===== src/rtl/cpu_power_supervisor_if.sv =====
// cpu_power_supervisor_if: board-side signal bundle of the CPU power supervisor.
//   master: board/CPU side; drives the requests and CPU status, observes the supervisor outputs.
//   slave : supervisor side; the mirror image.
//   board_enable_req  request CPU powered (level, sysclk-synchronous)
//   reboot_req        graceful power-cycle request (single-cycle pulse)
//   cpu_boot_done     CPU OS-up level (asynchronous)
//   cpu_heartbeat     CPU alive toggle (asynchronous)
//   cpu_seq_enable    enable to the power sequencer
//   fault             retries exhausted
//   retry_count       automatic retries consumed
//   sup_state         current supervisor state (debug)
interface cpu_power_supervisor_if;
    logic       board_enable_req;
    logic       reboot_req;
    logic       cpu_boot_done;
    logic       cpu_heartbeat;
    logic       cpu_seq_enable;
    logic       fault;
    logic [1:0] retry_count;
    logic [2:0] sup_state;
    modport master (
        output board_enable_req, reboot_req, cpu_boot_done, cpu_heartbeat,
        input  cpu_seq_enable, fault, retry_count, sup_state
    );
    modport slave (
        input  board_enable_req, reboot_req, cpu_boot_done, cpu_heartbeat,
        output cpu_seq_enable, fault, retry_count, sup_state
    );
endinterface


===== src/rtl/cpu_power_supervisor.sv =====
// cpu_power_supervisor: supervisory FSM driving the CPU power sequencer enable.
//   sysclk  system clock
//   reset   asynchronous active-high reset
//   bus     cpu_power_supervisor_if.slave (requests, CPU status in; enable, fault, retry_count, sup_state out)
// Enforces a settle delay after reset and a minimum off-time between power cycles,
// power-cycles the CPU on boot timeout or heartbeat loss, and latches a fault once
// the retry budget is spent.
module cpu_power_supervisor #(
    parameter int TICK_DIV                = 500,
    parameter int SETTLE_TICKS            = 100,
    parameter int BOOT_TIMEOUT_TICKS      = 20000,
    parameter int HEARTBEAT_TIMEOUT_TICKS = 5000,
    parameter int OFF_HOLD_TICKS          = 200,
    parameter int MAX_RETRIES             = 3
) (
    input logic             sysclk,
    input logic             reset,
    cpu_power_supervisor_if.slave bus
);
    localparam int M1   = SETTLE_TICKS > OFF_HOLD_TICKS ? SETTLE_TICKS : OFF_HOLD_TICKS;
    localparam int M2   = BOOT_TIMEOUT_TICKS > HEARTBEAT_TIMEOUT_TICKS ? BOOT_TIMEOUT_TICKS : HEARTBEAT_TIMEOUT_TICKS;
    localparam int TMAX = M1 > M2 ? M1 : M2;
    localparam int TW   = $clog2(TMAX + 1);
    localparam int PW   = TICK_DIV > 1 ? $clog2(TICK_DIV) : 1;
    localparam logic [PW-1:0] P_LAST   = PW'(TICK_DIV - 1);
    localparam logic [TW-1:0] T_SETTLE = TW'(SETTLE_TICKS);
    localparam logic [TW-1:0] T_BOOT   = TW'(BOOT_TIMEOUT_TICKS);
    localparam logic [TW-1:0] T_HB     = TW'(HEARTBEAT_TIMEOUT_TICKS);
    localparam logic [TW-1:0] T_OFF    = TW'(OFF_HOLD_TICKS);

    typedef enum logic [2:0] {
        SETTLE   = 3'd0,
        IDLE     = 3'd1,
        BOOTING  = 3'd2,
        RUNNING  = 3'd3,
        COOLDOWN = 3'd4,
        FAULT    = 3'd5
    } state_t;

    state_t        state, nxt;
    logic [PW-1:0] presc;
    logic [TW-1:0] timer;
    logic [1:0]    retry;
    logic [1:0]    retry_inc;
    logic          bd_s1, bd_s2, hb_s1, hb_s2, hb_d;
    logic          cause_fail;
    logic          fail;
    logic          tick;
    logic          hb_edge;
    logic          ben;

    assign ben       = bus.board_enable_req;
    assign tick      = presc == P_LAST;
    assign hb_edge   = hb_s2 ^ hb_d;
    assign retry_inc = retry == 2'd3 ? retry : retry + 2'd1;
    assign bus.sup_state   = state;
    assign bus.retry_count = retry;

    // Free-running time base and CPU-side synchronisers.
    always_ff @(posedge sysclk or posedge reset) begin
        if (reset) begin
            presc <= '0;
            bd_s1 <= 1'b0;
            bd_s2 <= 1'b0;
            hb_s1 <= 1'b0;
            hb_s2 <= 1'b0;
            hb_d  <= 1'b0;
        end else begin
            presc <= tick ? '0 : presc + PW'(1);
            bd_s1 <= bus.cpu_boot_done;
            bd_s2 <= bd_s1;
            hb_s1 <= bus.cpu_heartbeat;
            hb_s2 <= hb_s1;
            hb_d  <= hb_s2;
        end
    end

    // fail marks a COOLDOWN entry caused by boot timeout or heartbeat loss.
    always_comb begin
        nxt  = state;
        fail = 1'b0;
        case (state)
            SETTLE:   if (timer == T_SETTLE) nxt = IDLE;
            IDLE:     if (ben) nxt = BOOTING;
            BOOTING: begin
                if (!ben) nxt = COOLDOWN;
                else if (bd_s2) nxt = RUNNING;
                else if (timer == T_BOOT) begin
                    nxt  = COOLDOWN;
                    fail = 1'b1;
                end
            end
            RUNNING: begin
                if (!ben || bus.reboot_req) nxt = COOLDOWN;
                else if (timer == T_HB && !hb_edge) begin
                    nxt  = COOLDOWN;
                    fail = 1'b1;
                end
            end
            COOLDOWN: begin
                // retry was already incremented on the failure entry
                if (timer == T_OFF)
                    nxt = !ben ? IDLE : (cause_fail && int'(retry) > MAX_RETRIES - 1) ? FAULT : BOOTING;
            end
            FAULT:    if (!ben) nxt = IDLE;
            default:  nxt = SETTLE;
        endcase
    end

    // Outputs are registered from the next state so they move with the state register.
    always_ff @(posedge sysclk or posedge reset) begin
        if (reset) begin
            state              <= SETTLE;
            timer              <= '0;
            retry              <= 2'd0;
            cause_fail         <= 1'b0;
            bus.cpu_seq_enable <= 1'b0;
            bus.fault          <= 1'b0;
        end else begin
            state              <= nxt;
            bus.cpu_seq_enable <= nxt == BOOTING || nxt == RUNNING;
            bus.fault          <= nxt == FAULT;
            // transition clear wins over a coincident tick
            if (nxt != state || (state == RUNNING && hb_edge))
                timer <= '0;
            else if (tick && timer != '1)
                timer <= timer + TW'(1);
            if (nxt == COOLDOWN && state != COOLDOWN)
                cause_fail <= fail;
            if ((nxt == IDLE && state != IDLE) || (state == FAULT && nxt != FAULT) || (state == RUNNING && hb_edge))
                retry <= 2'd0;
            else if (fail)
                retry <= retry_inc;
        end
    end
endmodule


===== src/flat_wrapper.sv =====
// flat-port wrapper written by rule: the top's interface ports become plain ports
module cpu_power_supervisor_flat 
#(
    parameter int TICK_DIV                = 500,
    parameter int SETTLE_TICKS            = 100,
    parameter int BOOT_TIMEOUT_TICKS      = 20000,
    parameter int HEARTBEAT_TIMEOUT_TICKS = 5000,
    parameter int OFF_HOLD_TICKS          = 200,
    parameter int MAX_RETRIES             = 3
)
  (sysclk, reset, bus_board_enable_req, bus_reboot_req, bus_cpu_boot_done, bus_cpu_heartbeat, bus_cpu_seq_enable, bus_fault, bus_retry_count, bus_sup_state);
  cpu_power_supervisor_if bus_i ();
  input logic sysclk;
  input logic reset;
  input wire logic [$bits(bus_i.board_enable_req)-1:0] bus_board_enable_req;
  input wire logic [$bits(bus_i.reboot_req)-1:0] bus_reboot_req;
  input wire logic [$bits(bus_i.cpu_boot_done)-1:0] bus_cpu_boot_done;
  input wire logic [$bits(bus_i.cpu_heartbeat)-1:0] bus_cpu_heartbeat;
  output wire logic [$bits(bus_i.cpu_seq_enable)-1:0] bus_cpu_seq_enable;
  output wire logic [$bits(bus_i.fault)-1:0] bus_fault;
  output wire logic [$bits(bus_i.retry_count)-1:0] bus_retry_count;
  output wire logic [$bits(bus_i.sup_state)-1:0] bus_sup_state;
  assign bus_i.board_enable_req = bus_board_enable_req;
  assign bus_i.reboot_req = bus_reboot_req;
  assign bus_i.cpu_boot_done = bus_cpu_boot_done;
  assign bus_i.cpu_heartbeat = bus_cpu_heartbeat;
  assign bus_cpu_seq_enable = bus_i.cpu_seq_enable;
  assign bus_fault = bus_i.fault;
  assign bus_retry_count = bus_i.retry_count;
  assign bus_sup_state = bus_i.sup_state;
  cpu_power_supervisor #(.TICK_DIV(TICK_DIV), .SETTLE_TICKS(SETTLE_TICKS), .BOOT_TIMEOUT_TICKS(BOOT_TIMEOUT_TICKS), .HEARTBEAT_TIMEOUT_TICKS(HEARTBEAT_TIMEOUT_TICKS), .OFF_HOLD_TICKS(OFF_HOLD_TICKS), .MAX_RETRIES(MAX_RETRIES)) u_core (.sysclk(sysclk), .reset(reset), .bus(bus_i));
endmodule

===== config.mk =====
export PLATFORM = sky130hd
export DESIGN_NAME = cpu_power_supervisor_flat
export DESIGN_NICKNAME = d
export VERILOG_FILES = /design/src/rtl/cpu_power_supervisor_if.sv /design/src/rtl/cpu_power_supervisor.sv /design/src/flat_wrapper.sv
export SDC_FILE = /design/constraint.sdc
export NUM_CORES = 1
export LEC_CHECK = 0
export ABC_AREA = 1
export BUFFER_PORTS_ARGS = -buffer_cell sky130_fd_sc_hd__buf_2
export CAP_MARGIN = 25
export CORE_MARGIN = 2
export CORE_UTILIZATION = 32
export CTS_CLUSTER_DIAMETER = 200
export CTS_CLUSTER_SIZE = 28
export DETAILED_ROUTE_END_ITERATION = 10
export GPL_ROUTABILITY_DRIVEN = 0
export HOLD_SLACK_MARGIN = 0.02
export PLACE_DENSITY = 0.49
export REMOVE_ABC_BUFFERS = 1
export SLEW_MARGIN = 20
export SYNTH_ARGS = -nofsm -noshare
export SYNTH_HDL_FRONTEND = slang
export SYNTH_SLANG_ARGS = --single-unit

===== constraint.sdc =====
create_clock -name sysclk -period 4.5 [get_ports sysclk]
set_input_delay 0 -clock sysclk [delete_from_list [all_inputs] [get_ports sysclk]]
set_output_delay 0 -clock sysclk [all_outputs]
set_load 0.01 [all_outputs]

### Word-level counts from Yosys, hierarchy flattened

Index checks and enable logic that the tools add are counted.

| storage, ports and cells | value |
|---|---|
| register bits after elaboration | 37 |
| output and inout bits | 7 |
| word-level logic and storage cells | 81 |
| input bits | 6 |

| cells by class | value |
|---|---|
| reductions and logical operators | 18 |
| $add $sub $neg | 3 |
| equal/unequal tests | 22 |
| mux-type cells | 24 |
| bitwise gates (word level) | 1 |
| order comparisons | 1 |

Operator list:

| operator | count |
|---|---|
| 3-bit 2-to-1 mux | 11 |
| 15-bit 2-to-1 mux | 2 |
| 3-bit case mux with 6 select lines | 1 |
| 15-bit by 1-bit adder with 15-bit output, second input constant | 1 |
| 15-bit by 13-bit == test with 1-bit output, second input constant | 1 |
| 15-bit == test, second input constant | 1 |
| 15-bit by 7-bit == test with 1-bit output, second input constant | 1 |
| 15-bit by 8-bit == test with 1-bit output, second input constant | 1 |
| 15-bit inequality test, second input constant | 1 |
| 3-bit by 2-bit == test with 1-bit output, second input constant | 4 |
| 3-bit == test, second input constant | 4 |
| 9-bit by 1-bit adder with 9-bit output, second input constant | 1 |
| 9-bit == test, second input constant | 1 |
| 9-bit 2-to-1 mux | 1 |
| 1-bit logical AND | 7 |
| 3-bit by 1-bit == test with 1-bit output, second input constant | 2 |
| 2-bit 2-to-1 mux | 3 |
| 3-bit inequality test, second input constant | 2 |
| 1-bit logical OR | 5 |
| 1-bit 2-to-1 mux | 5 |
| 2-bit nonzero test | 2 |
| 3-bit zero test | 1 |
| 3-bit by 1-bit inequality test with 1-bit output, second input constant | 1 |
| 3-bit inequality test | 1 |
| 8 further kinds | 9 |

### Depth between registers and ports, before layout

Gate-level depths: netlist of run 1.

| logic depth | value |
|---|---|
| word-level depth | 12 |
| mapped depth | 15 |
| depth with buffers taken out | 15 |

### Least setup slack after synthesis of run 1

No wires, ideal clock.

| path | value |
|---|---|
| path kind | reg-to-reg |
| from | register u_core.timer[0] |
| to | register u_core.timer[5] |
| cell stages (with the launch flop) | 15 |
| required time | 4420 ps |
| clock period less this slack | 1697 ps |
| arrival | 1617 ps |
| path buffers | 1 |
| setup slack | 2803 ps |
| setup time | 80 ps |
| cell sequence | dfrtp_1 -> inv_1 -> ha_1 -> nand2_1 -> inv_1 -> nand2_1 -> nor2_1 -> nand2_1 -> nand2_1 -> nand2_1 -> nand2_1 -> nand2_1 -> o211ai_2 -> buf_4 -> nor3_2 |

| on the way | value |
|---|---|
| longest elaborated chain between the ends | 8 |
| elaborated cells on any way between the ends | 21 |
| those cells by class | add/sub: 1; eq/ne: 6; mux: 10; reduce/logical: 4 |

RTL lines:

| what | RTL line | RTL |
|---|---|---|
| from (decl) | cpu_power_supervisor.sv:42 | `logic [TW-1:0] timer;` |
| from (signal assigned) | cpu_power_supervisor.sv:127 | `timer <= timer + TW'(1);` |
| 15-bit == test or 15-bit by 13-bit == test with 1-bit output (tied branches) | cpu_power_supervisor.sv:88, cpu_power_supervisor.sv:95 |  |
| 3-bit 2-to-1 mux or 1-bit logical AND (tied branches) | cpu_power_supervisor.sv:88, cpu_power_supervisor.sv:95 |  |
| 3-bit 2-to-1 mux, on equally long branches | cpu_power_supervisor.sv:87, cpu_power_supervisor.sv:95 |  |
| 3-bit 2-to-1 mux, on equally long branches | cpu_power_supervisor.sv:86, cpu_power_supervisor.sv:94 |  |
| 3-bit case mux with 6 select lines | cpu_power_supervisor.sv:82 | `case (state)` |
| 3-bit inequality test | cpu_power_supervisor.sv:124 | `if (nxt != state \|\| (state == RUNNING && hb_edge))` |
| 1-bit logical OR | cpu_power_supervisor.sv:124 |  |
| 15-bit 2-to-1 mux or 2-bit nonzero test (tied branches) | n/a |  |

Parallel ways exist; a longest one is shown, timed or not. The select of a mux whose other input is x is not followed.
A chain may end at the register's enable or synchronous reset.

### Final worst setup path of run 1

| path | value |
|---|---|
| from | register u_core.timer[0] |
| to | register u_core.timer[3] |

Same word-level chain as after synthesis.

==> impl_metrics.csv, run 1 <==
group,metric,value,unit
status,status,"finished clean",
global_routing,grt_max_degree,38,
timing,skew,0.00532,ns
global_routing,antenna_found_initial,0,
drt,routedWlPerCell,12.2,um
setup_path,path_common_cell,"nand2_1",
setup_path,cp-end-kind,"register",
place,place_area,2370,um2
synthesis,synth-simple-area-share,0.366,
synthesis,synth_warnings,0,
global_routing,grt_pass1_vias,1807,
final_layout,post_route_cells_drive_above_1_share,0.158,
clock_tree,ctsHtreeMaxLevel,2,
die,core,6760,um2
timing,layout_setup_ws,2.31,ns
die,rows,30,
timing,finalSetupViolCount,0,
synthesis,synth_area,2220,um2
synthesis,yosys.area.top_type_share,0.417,
setup_path,r2r.worst_path.cells,9,
min_path,worstHoldEndpoint,"u_core.bus.sup_state[1]$_DFF_PP0_",
place,pre_cts_ws,2.30,ns
clock_tree,numCtsBuffers,5,
clock_tree,clkSinkCount,37,
setup_path,crit_arrival,2.32,ns
pwr,p_seq_frac,0.567,
pwr,ir_worst_vdd,121,uV
synthesis,ys_types,30,
global_routing,grt_pass1_wl,8470,um
final_layout,diodes,0,
timing,rsz0062_at_grt,"no",
clock_tree,cts_root_buffer,"clkbuf_8",
setup_path,cp_cell_sequence,"inv_1, ha_1, nand3_1, nor2_2, nand2_1, nand2_1, nand2_1, o211ai_2, nor3_1",
drt,drt_pass1_iterations,4,
synthesis,postSynth.asyncResetShare,1.00,
die,dieArea,7610,um2
drt,wirelength,4850,um
clock_tree,cts_buffer_depth,2,
setup_path,regToRegEndpoint,"u_core.timer[3]$_DFFE_PP0P_",
clock_tree,cts_setup_buffers,0,
pwr,p_int,0.000450,W
setup_path,path_buf_inv,1,
timing,timing.final.crit_share,0.486,
global_routing,grt.overflow.total,0,
place,dp_hpwl,3570,um
setup_path,path_class,"register to register",
setup_path,crit_required,4.63,ns
timing,timing.hold.ws,0.128,ns
job,cap_viol_max_count,0,
timing,hold_violations,0,
setup_path,crit_family,"compound AO/OA/AOI/OAI gates",
place,port_buffers,12,
pwr,leakage,1.21,nW
synthesis,netlist_instances,294,
die,start_util,0.328,
setup_path,start_kind,"register",
setup_path,max_stage_delay,0.75,ns
die,die_w,87.3,um
drt,vias_per_cell,4.73,
min_path,min_path_cells,3,
pwr,p_sw,0.000143,W
drt,drcViolationCount,0,
clock_tree,insertion_delay,0.29,ns
setup_path,r2r_start,"u_core.timer[0]$_DFFE_PP0P_",
pwr,swShare,0.241,
final_layout,regArea,926,um2
final_layout,num-fill-cells,719,
synthesis,synthFlopType,"dfrtp_1",
drt,drt_iter0_drc,124,
timing,maxSlewViolCount,0,
timing,setup_tns,0,ns
die,pin_count,13,
pwr,pwr-share-clk,0.405,
pwr,power_density,238,nW/um2
synthesis,avgSynthCellArea,7.55,um2
final_layout,design_area,2490,um2
synthesis,synth-xor-area-share,0.0276,
global_routing,grt_usage,0.141,
timing,tightest_slew,0.952,ns
clock_tree,clk_pin_slew,0.08,ns
min_path,hp-class,"input port to register",
synthesis,synth_fa_ha_area_frac,0.0226,
final_layout,multiInputGateArea,1100,um2
final_layout,fin_nets,325,
setup_path,slowest_stage,"o211ai_2",
setup_path,cp_max_fo,15,
synthesis,netlist_top_cells_area,"dfrtp_1, nand2_1, inv_1, nor2_1, nor3_2",
synthesis,synthMuxAreaShare,0,
pwr,power_frac_comb,0.029,
setup_path,rrSetupSlack,2.31,ns
drt,vias,1872,
final_layout,final_common_cell,"nand2_1",
synthesis,synth_top_family_by_area,"simple AND/OR/NAND/NOR gates",
timing,fin_crit,2.19,ns
synthesis,ys_ff_latch,37,
synthesis,synth_top_cell_by_area,"dfrtp_1",
synthesis,synth_edf_count,0,
synthesis,ys_seq_area_frac,0.417,
timing,max_freq,0.457,GHz
pwr,power,0.000593,W
timing,relSlewSlack,0.364,
synthesis,synth_compound_area_frac,0.0784,
die,die_h,87.3,um
final_layout,final_cell_mix,"nand2_1, inv_1, dfrtp_1",
drt,drtAntennaViolNets,0,
final_layout,syn_to_final_growth,12.1,%
clock_tree,ctsResizeCount,0,
min_path,hp-start,"bus_board_enable_req",
setup_path,startpoint,"u_core.timer[0]$_DFFE_PP0P_",
clock_tree,cts_tree,"yes",
## cell families after synthesis
group                    count (synthesis)
XOR/XNOR                                 7
buffers and inverters                   49
AO/OA/AOI/OAI                           28
flip-flops                              37
AND/OR/NAND/NOR                        169
adder cells (fa/ha/maj)                  4
## worst max-delay path by stage
| stage | to | slack [ns] | depth (start not counted) |
|---|---|---|---|
| 3_3_place_gp | u_core.timer[2]$_DFFE_PP0P_ | 2.35 | 9 |
| 6_report | u_core.timer[3]$_DFFE_PP0P_ | 2.31 | 9 |
| 4_1_cts | u_core.timer[3]$_DFFE_PP0P_ | 2.29 | 9 |
| 3_5_place_dp | u_core.timer[14]$_DFFE_PP0P_ | 2.30 | 9 |
| 2_1_floorplan | u_core.timer[0]$_DFFE_PP0P_ | 2.66 | 9 |
| 5_1_grt | u_core.timer[2]$_DFFE_PP0P_ | 2.07 | 13 |
## metrics by stage
step,cells,util
2_1_floorplan,292,-
3_3_place_gp,385,0.350
3_5_place_dp,385,0.350
4_1_cts,396,0.368
5_1_grt,396,0.368
6_report,396,0.368
## timing repair
item	in CTS	in global routing
setup endpoints to repair	0	0
hold buffers	3	0
hold endpoints to repair	39	0
## flip-flops by register name, indices dropped and copies added, names as in the netlist
register,count
u_core.bus.fault,1
u_core.bus.cpu_seq_enable,1
u_core.bd_s1,1
u_core.presc,9
u_core.bus.sup_state,3
u_core.bus.retry_count,2
u_core.hb_s2,1
u_core.timer,15
u_core.cause_fail,1
u_core.hb_s1,1
u_core.hb_d,1
u_core.bd_s2,1
## routing by layer
layer,global-route usage,routed length (um),part of all wire,up-vias
met5,0,0,0,-
met4,0.0336,37,0.0076,0
met3,0.0322,148,0.031,4
met2,0.227,2230,0.46,25
met1,0.193,2430,0.50,864
li1,-,-,-,979
## synthesized netlist by cell type, types with 2 or more instances
cell / count
nand4_1: 6
nor3_1: 13
dfrtp_1: 37
nor3_2: 10
a21oi_1: 11
nand2_1: 71
o21ai_0: 9
inv_1: 42
ha_1: 4
and3_1: 2
inv_2: 4
nand3_1: 18
nor2_2: 5
xor2_1: 7
o2111ai_1: 2
a211oi_1: 2
nor2_1: 35
nand2_2: 4
## layout make-up
| type | instances | share of cell area |
|---|---|---|
| Sequential cell | 37 | 0.372 |
| Multi-Input combinational cell | 208 | 0.441 |
| Inverter | 47 | 0.0709 |
| Tap cell | 80 | 0.0402 |
| Clock buffer | 5 | 0.0277 |
| Clock inverter | 3 | 0.00855 |
| Timing Repair Buffer | 16 | 0.0392 |
## power groups by stage
stage / Combinational, W / Sequential (W) / Clock [W]
6_report: 0.0000170 / 0.000336 / 0.000240
5_1_grt: 0.0000200 / 0.000336 / 0.000263
4_1_cts: 0.0000178 / 0.000336 / 0.000249
3_5_place_dp: 0.0000158 / 0.000342 / 0
3_3_place_gp: 0.0000157 / 0.000342 / 0
2_1_floorplan: 0.00000881 / 0.000342 / 0
## tightest hold or removal path, cell delays in order
cell and delay, ns:
buf_2 0.15, nand3_1 0.11, o2111ai_1 0.11
Power figures use the tool's default switching activity.
==> run 2: changes to the inputs <==
==> constraint.sdc (replaced) <==
create_clock -name sysclk -period 2.2 [get_ports sysclk]
set_input_delay 0 -clock sysclk [delete_from_list [all_inputs] [get_ports sysclk]]
set_output_delay 0 -clock sysclk [all_outputs]
set_load 0.01 [all_outputs]
==> impl_metrics.csv, run 2 (same netlist as run 1, synthesis figures left out) <==
group,metric,value,unit
status,status,"finished clean",
drt,vias_per_cell,4.86,
drt,drt_iter0_drc,108,
global_routing,grt_max_degree,38,
timing,setup_tns,0,ns
final_layout,syn_to_final_growth,16.6,%
final_layout,design_area,2590,um2
place,port_buffers,12,
final_layout,top_register,"u_core.timer",
min_path,hp-class,"input port to register",
setup_path,rrSetupSlack,0.17,ns
final_layout,diodes,0,
clock_tree,clk_pin_slew,0.08,ns
pwr,leakage,1.27,nW
clock_tree,ctsHtreeMaxLevel,2,
drt,drcViolationCount,0,
final_layout,post_route_cells_drive_above_1_share,0.187,
final_layout,num-fill-cells,715,
timing,finalSetupViolCount,0,
drt,drt_pass1_iterations,4,
pwr,ir_worst_vdd,230,uV
clock_tree,numCtsBuffers,5,
global_routing,grt_pass1_vias,1872,
job,cap_viol_max_count,0,
place,place_area,2430,um2
setup_path,start_kind,"register",
final_layout,final_cell_mix,"nand2_1, inv_1, dfrtp_1",
final_layout,final_common_cell,"nand2_1",
timing,timing.final.crit_share,0.921,
final_layout,fin_nets,335,
die,core,6760,um2
timing,maxSlewViolCount,0,
place,pre_cts_ws,0.139,ns
global_routing,antenna_found_initial,0,
timing,skew,0.00679,ns
drt,vias,1972,
global_routing,grt.overflow.total,0,
timing,tightest_slew,0.501,ns
die,die_w,87.3,um
die,die_h,87.3,um
setup_path,startpoint,"u_core.bus.retry_count[0]$_DFFE_PP0P_",
timing,max_freq,0.494,GHz
pwr,power_density,470,nW/um2
clock_tree,cts_buffer_depth,2,
setup_path,cp-end-kind,"register",
place,dp_hpwl,3790,um
clock_tree,clkSinkCount,37,
timing,relSlewSlack,0.666,
setup_path,r2r_start,"u_core.bus.retry_count[0]$_DFFE_PP0P_",
die,rows,30,
min_path,hp-start,"bus_board_enable_req",
clock_tree,cts_setup_buffers,0,
drt,routedWlPerCell,13.0,um
setup_path,crit_arrival,2.18,ns
die,pin_count,13,
die,start_util,0.328,
final_layout,regArea,926,um2
global_routing,grt_usage,0.145,
drt,wirelength,5270,um
timing,fin_crit,2.03,ns
setup_path,path_class,"register to register",
final_layout,largest_reg_flops,15,
die,dieArea,7610,um2
drt,drtAntennaViolNets,0,
timing,layout_setup_ws,0.175,ns
global_routing,grt_pass1_wl,8750,um
clock_tree,cts_root_buffer,"clkbuf_8",
setup_path,cp_max_fo,8,
final_layout,multiInputGateArea,1130,um2
clock_tree,cts_tree,"yes",
clock_tree,insertion_delay,0.29,ns
timing,rsz0062_at_grt,"no",
setup_path,crit_required,2.36,ns
timing,hold_violations,0,
[run 2: changes by cell type in the layout (fill, tap and decap cells not counted), sizes merged]
cell	change
buf	+9
clkinv	+2
clkinvlp	-1
inv	-1
nand3	+1
[run 2: layout make-up]
cell class	instances	area share
Inverter	47	0.0682
Multi-Input combinational cell	209	0.436
Timing Repair Buffer	25	0.0638
Clock buffer	5	0.0266
Clock inverter	3	0.00870
Tap cell	80	0.0387
Sequential cell	37	0.358
[run 2: per-stage QoR]
stage	total power [W]	hold WS, ns	cells	util
after floorplan	0.000717	0.0314	292	-
after global placement	0.000732	0.108	394	0.360
after detailed placement	0.000732	0.109	394	0.360
after CTS	0.00124	0.107	405	0.378
after global routing	0.00126	0.141	406	0.383
final	0.00122	0.124	406	0.383
[run 2: path summary, 6_finish.rpt]
check | to | depth (start not counted)
max in group asynchronous | u_core.bus.cpu_seq_enable$_DFF_PP0_ | 4
min | u_core.bus.cpu_seq_enable$_DFF_PP0_ | 3
min in group asynchronous | u_core.hb_s1$_DFF_PP0_ | 4
max reg2reg | u_core.timer[2]$_DFFE_PP0P_ | 9
max | u_core.timer[2]$_DFFE_PP0P_ | 9
min reg2reg | u_core.hb_s2$_DFF_PP0_ | 0
[run 2: critical path, stage by stage (launching register included)]
cell     delay (ns)
dfrtp_1        0.41
ha_1           0.24
a21oi_1        0.25
nor2_1         0.08
nand3_1        0.11
nand2_1        0.07
nor2_2         0.18
nand3_1        0.24
nand3_4        0.24
nor3_1         0.07
[run 2: what timing repair did]
| item | CTS | global route |
|---|---|---|
| hold buffers | 3 | 0 |
| gates resized for setup | 0 | 3 |
| hold endpoints to repair | 39 | 0 |
| endpoints found under the setup margin | 0 | 10 |
[run 2: report_power, final]
group	internal, W	switching, W
Clock	0.000225	0.000269
Combinational	0.0000111	0.0000239
Sequential	0.000684	0.00000245
[run 2: metal layers]
metal,track usage,part of all wire,wire length [um]
met4,0.0378,0.012,63
met1,0.207,0.49,2570
met2,0.224,0.46,2420
met3,0.0322,0.041,215
met5,0,0,0
==> run 3: changes to the inputs <==
--- a/config.mk
+++ b/config.mk
@@ -5,7 +5,6 @@
 export SDC_FILE = /design/constraint.sdc
 export NUM_CORES = 1
 export LEC_CHECK = 0
-export ABC_AREA = 1
 export BUFFER_PORTS_ARGS = -buffer_cell sky130_fd_sc_hd__buf_2
 export CAP_MARGIN = 25
 export CORE_MARGIN = 2
==> impl_metrics.csv, run 3 <==
group,metric,value,unit
die,dieArea,7900,um2
setup_path,cp_cell_sequence,"inv_1, ha_1, or4bb_1, nor3_2, a211oi_1, o221ai_2, buf_12, nor3_1",
place,pre_cts_ws,-0.0798,ns
setup_path,startpoint,"u_core.timer[0]$_DFFE_PP0P_",
global_routing,grt.overflow.total,0,
drt,drt_iter0_drc,113,
timing,timing.final.crit_share,0.951,
setup_path,regToRegEndpoint,"u_core.timer[7]$_DFFE_PP0P_",
timing,rsz0062_at_grt,"no",
synthesis,yosys.cell_count.top_type,"dfrtp_1",
setup_path,crit_arrival,2.27,ns
timing,maxSlewViolCount,0,
setup_path,cp-end-kind,"register",
place,dp_hpwl,3990,um
synthesis,netlist_top_cells_count,"dfrtp_1, nor3_1, nand2_1, xnor2_1",
pwr,ir_worst_vdd,309,uV
clock_tree,cts_root_buffer,"clkbuf_8",
clock_tree,cts_buffer_depth,2,
die,pin_count,13,
synthesis,synth_area,2300,um2
synthesis,synth_warnings,0,
setup_path,r2r.worst_path.cells,8,
clock_tree,clkSinkCount,37,
setup_path,r2r_start,"u_core.timer[0]$_DFFE_PP0P_",
timing,skew,0.00820,ns
timing,hold_violations,0,
global_routing,grt_pass1_wl,9470,um
final_layout,post_route_cells_drive_above_1_share,0.238,
drt,drt_pass1_iterations,4,
timing,setup_tns,0,ns
synthesis,synth_edf_count,0,
clock_tree,insertion_delay,0.30,ns
synthesis,ys_ff_latch,37,
place,port_buffers,12,
pwr,power_density,521,nW/um2
min_path,hp-class,"input port to register",
synthesis,yosys.area.top_type_share,0.402,
final_layout,diodes,0,
clock_tree,numCtsBuffers,5,
timing,layout_setup_ws,0.108,ns
clock_tree,clk_pin_slew,0.08,ns
timing,tightest_slew,0.487,ns
drt,wirelength,5540,um
setup_path,rrSetupSlack,0.11,ns
final_layout,top_register,"u_core.timer",
die,die_w,88.9,um
timing,relSlewSlack,0.675,
drt,vias_per_cell,5.24,
min_path,min_path_cells,3,
status,status,"finished clean",
final_layout,syn_to_final_growth,18.9,%
global_routing,grt_pass1_vias,1981,
job,cap_viol_max_count,0,
final_layout,final_common_cell,"dfrtp_1",
die,rows,30,
drt,drtAntennaViolNets,0,
final_layout,final_cell_mix,"dfrtp_1, buf_4, nor3_1",
setup_path,cp.depth,8,
final_layout,largest_reg_flops,15,
pwr,leakage,1.13,nW
synthesis,synthFlopType,"dfrtp_1",
setup_path,crit_required,2.38,ns
global_routing,antenna_found_initial,0,
timing,fin_crit,2.09,ns
synthesis,ys_types,58,
die,die_h,88.9,um
die,core,6870,um2
synthesis,avgSynthCellArea,9.64,um2
die,start_util,0.336,
synthesis,postSynth.asyncResetShare,1.00,
synthesis,ys_seq_area_frac,0.402,
setup_path,cp_max_fo,15,
setup_path,slowest_stage,"or4bb_1",
timing,max_freq,0.478,GHz
global_routing,grt_max_degree,38,
clock_tree,ctsHtreeMaxLevel,2,
setup_path,path_class,"register to register",
final_layout,fin_nets,282,
drt,vias,1934,
setup_path,crit_family,"simple AND/OR/NAND/NOR gates",
drt,routedWlPerCell,15.0,um
setup_path,start_kind,"register",
setup_path,max_stage_delay,0.56,ns
timing,finalSetupViolCount,0,
setup_path,cp-endpoint,"u_core.timer[7]$_DFFE_PP0P_",
drt,drcViolationCount,0,
synthesis,netlist_instances,239,
synthesis,synth_top_cell_by_area,"dfrtp_1",
setup_path,path_buf_inv,2,
clock_tree,cts_tree,"yes",
global_routing,grt_usage,0.155,
synthesis,netlist_top_cells_area,"dfrtp_1, xnor2_1, nor3_1, nand2_1, nand4_1",
## run 3: cell count changes after synthesis, moves of 8 or more
cell     delta
nor2_1     -24
inv_1      -31
nand3_1     -8
xnor2_1    +13
nor3_2     -10
nand2_1    -55
## run 3: kinds of logic (layout without fill, tap and decap cells)
family,Yosys count,count (layout),synth area share
AND/OR/NAND/NOR,105,105,0.276
multiplexers,2,2,0.00923
adder cells (fa/ha/maj),4,4,0.0217
flip-flops,37,37,0.402
XOR/XNOR,17,17,0.0646
AO/OA/AOI/OAI,49,49,0.168
buffers and inverters,25,59,0.0586
## run 3: power breakdown
part | total [W] | internal [W] | switching, W
clock network | 0.000490 | 0.000225 | 0.000265
logic | 0.000216 | 0.0000857 | 0.000130
registers | 0.000724 | 0.000703 | 0.0000202
## run 3: worst min path at each step
stage	from	end	slack [ns]
after floorplan	bus_cpu_boot_done	u_core.bd_s1$_DFF_PP0_	0.03
after global placement	bus_cpu_boot_done	u_core.bd_s1$_DFF_PP0_	0.11
after detailed placement	bus_cpu_boot_done	u_core.bd_s1$_DFF_PP0_	0.11
after CTS	bus_board_enable_req	u_core.bus.sup_state[1]$_DFF_PP0_	0.07
after global routing	bus_reboot_req	u_core.bus.retry_count[1]$_DFFE_PP0P_	0.12
final	bus_board_enable_req	u_core.bus.sup_state[1]$_DFF_PP0_	0.09
## run 3: area by class of cell
class | count | area, um2
fillers | 685 | 4130
multi-input cells | 177 | 1270
flip-flops and latches | 37 | 926
repair buffers | 40 | 290
well taps | 96 | 120
clock buffers | 5 | 68.8
inverters | 11 | 41.3
clock inverters | 3 | 21.3
## run 3: layer usage
layer / part of all wire / global-route usage / vias up / wire, um
met1: 0.48 / 0.213 / 929 / 2630
met4: 0.0099 / 0.0427 / 0 / 55
met2: 0.46 / 0.246 / 50 / 2540
met5: 0 / 0 / - / 0
li1: - / - / 949 / -
met3: 0.056 / 0.0373 / 6 / 310
## run 3: stage by stage
stage	hold WS, ns	instance area (um2)	instances	utilization	power [W]
5_1_grt	0.116	2740	369	0.399	0.00150
3_5_place_dp	0.110	2580	357	0.376	0.000942
2_1_floorplan	0.0314	2210	225	-	0.000857
3_3_place_gp	0.110	2580	357	0.376	0.000949
6_report	0.0863	2740	369	0.399	0.00143
4_1_cts	0.0701	2710	368	0.395	0.00145
## run 3: what timing repair did
item,in CTS,in global routing
buffers inserted,0,1
pin swaps,1,2
endpoints found under the setup margin,16,18
endpoints found under the hold margin,39,0
gates resized for setup,1,5
hold buffers,3,0
## run 3: worst min-delay path, cell delays in order
cell      delay [ns]
buf_2           0.15
nand4b_1        0.12
o21ai_0         0.08
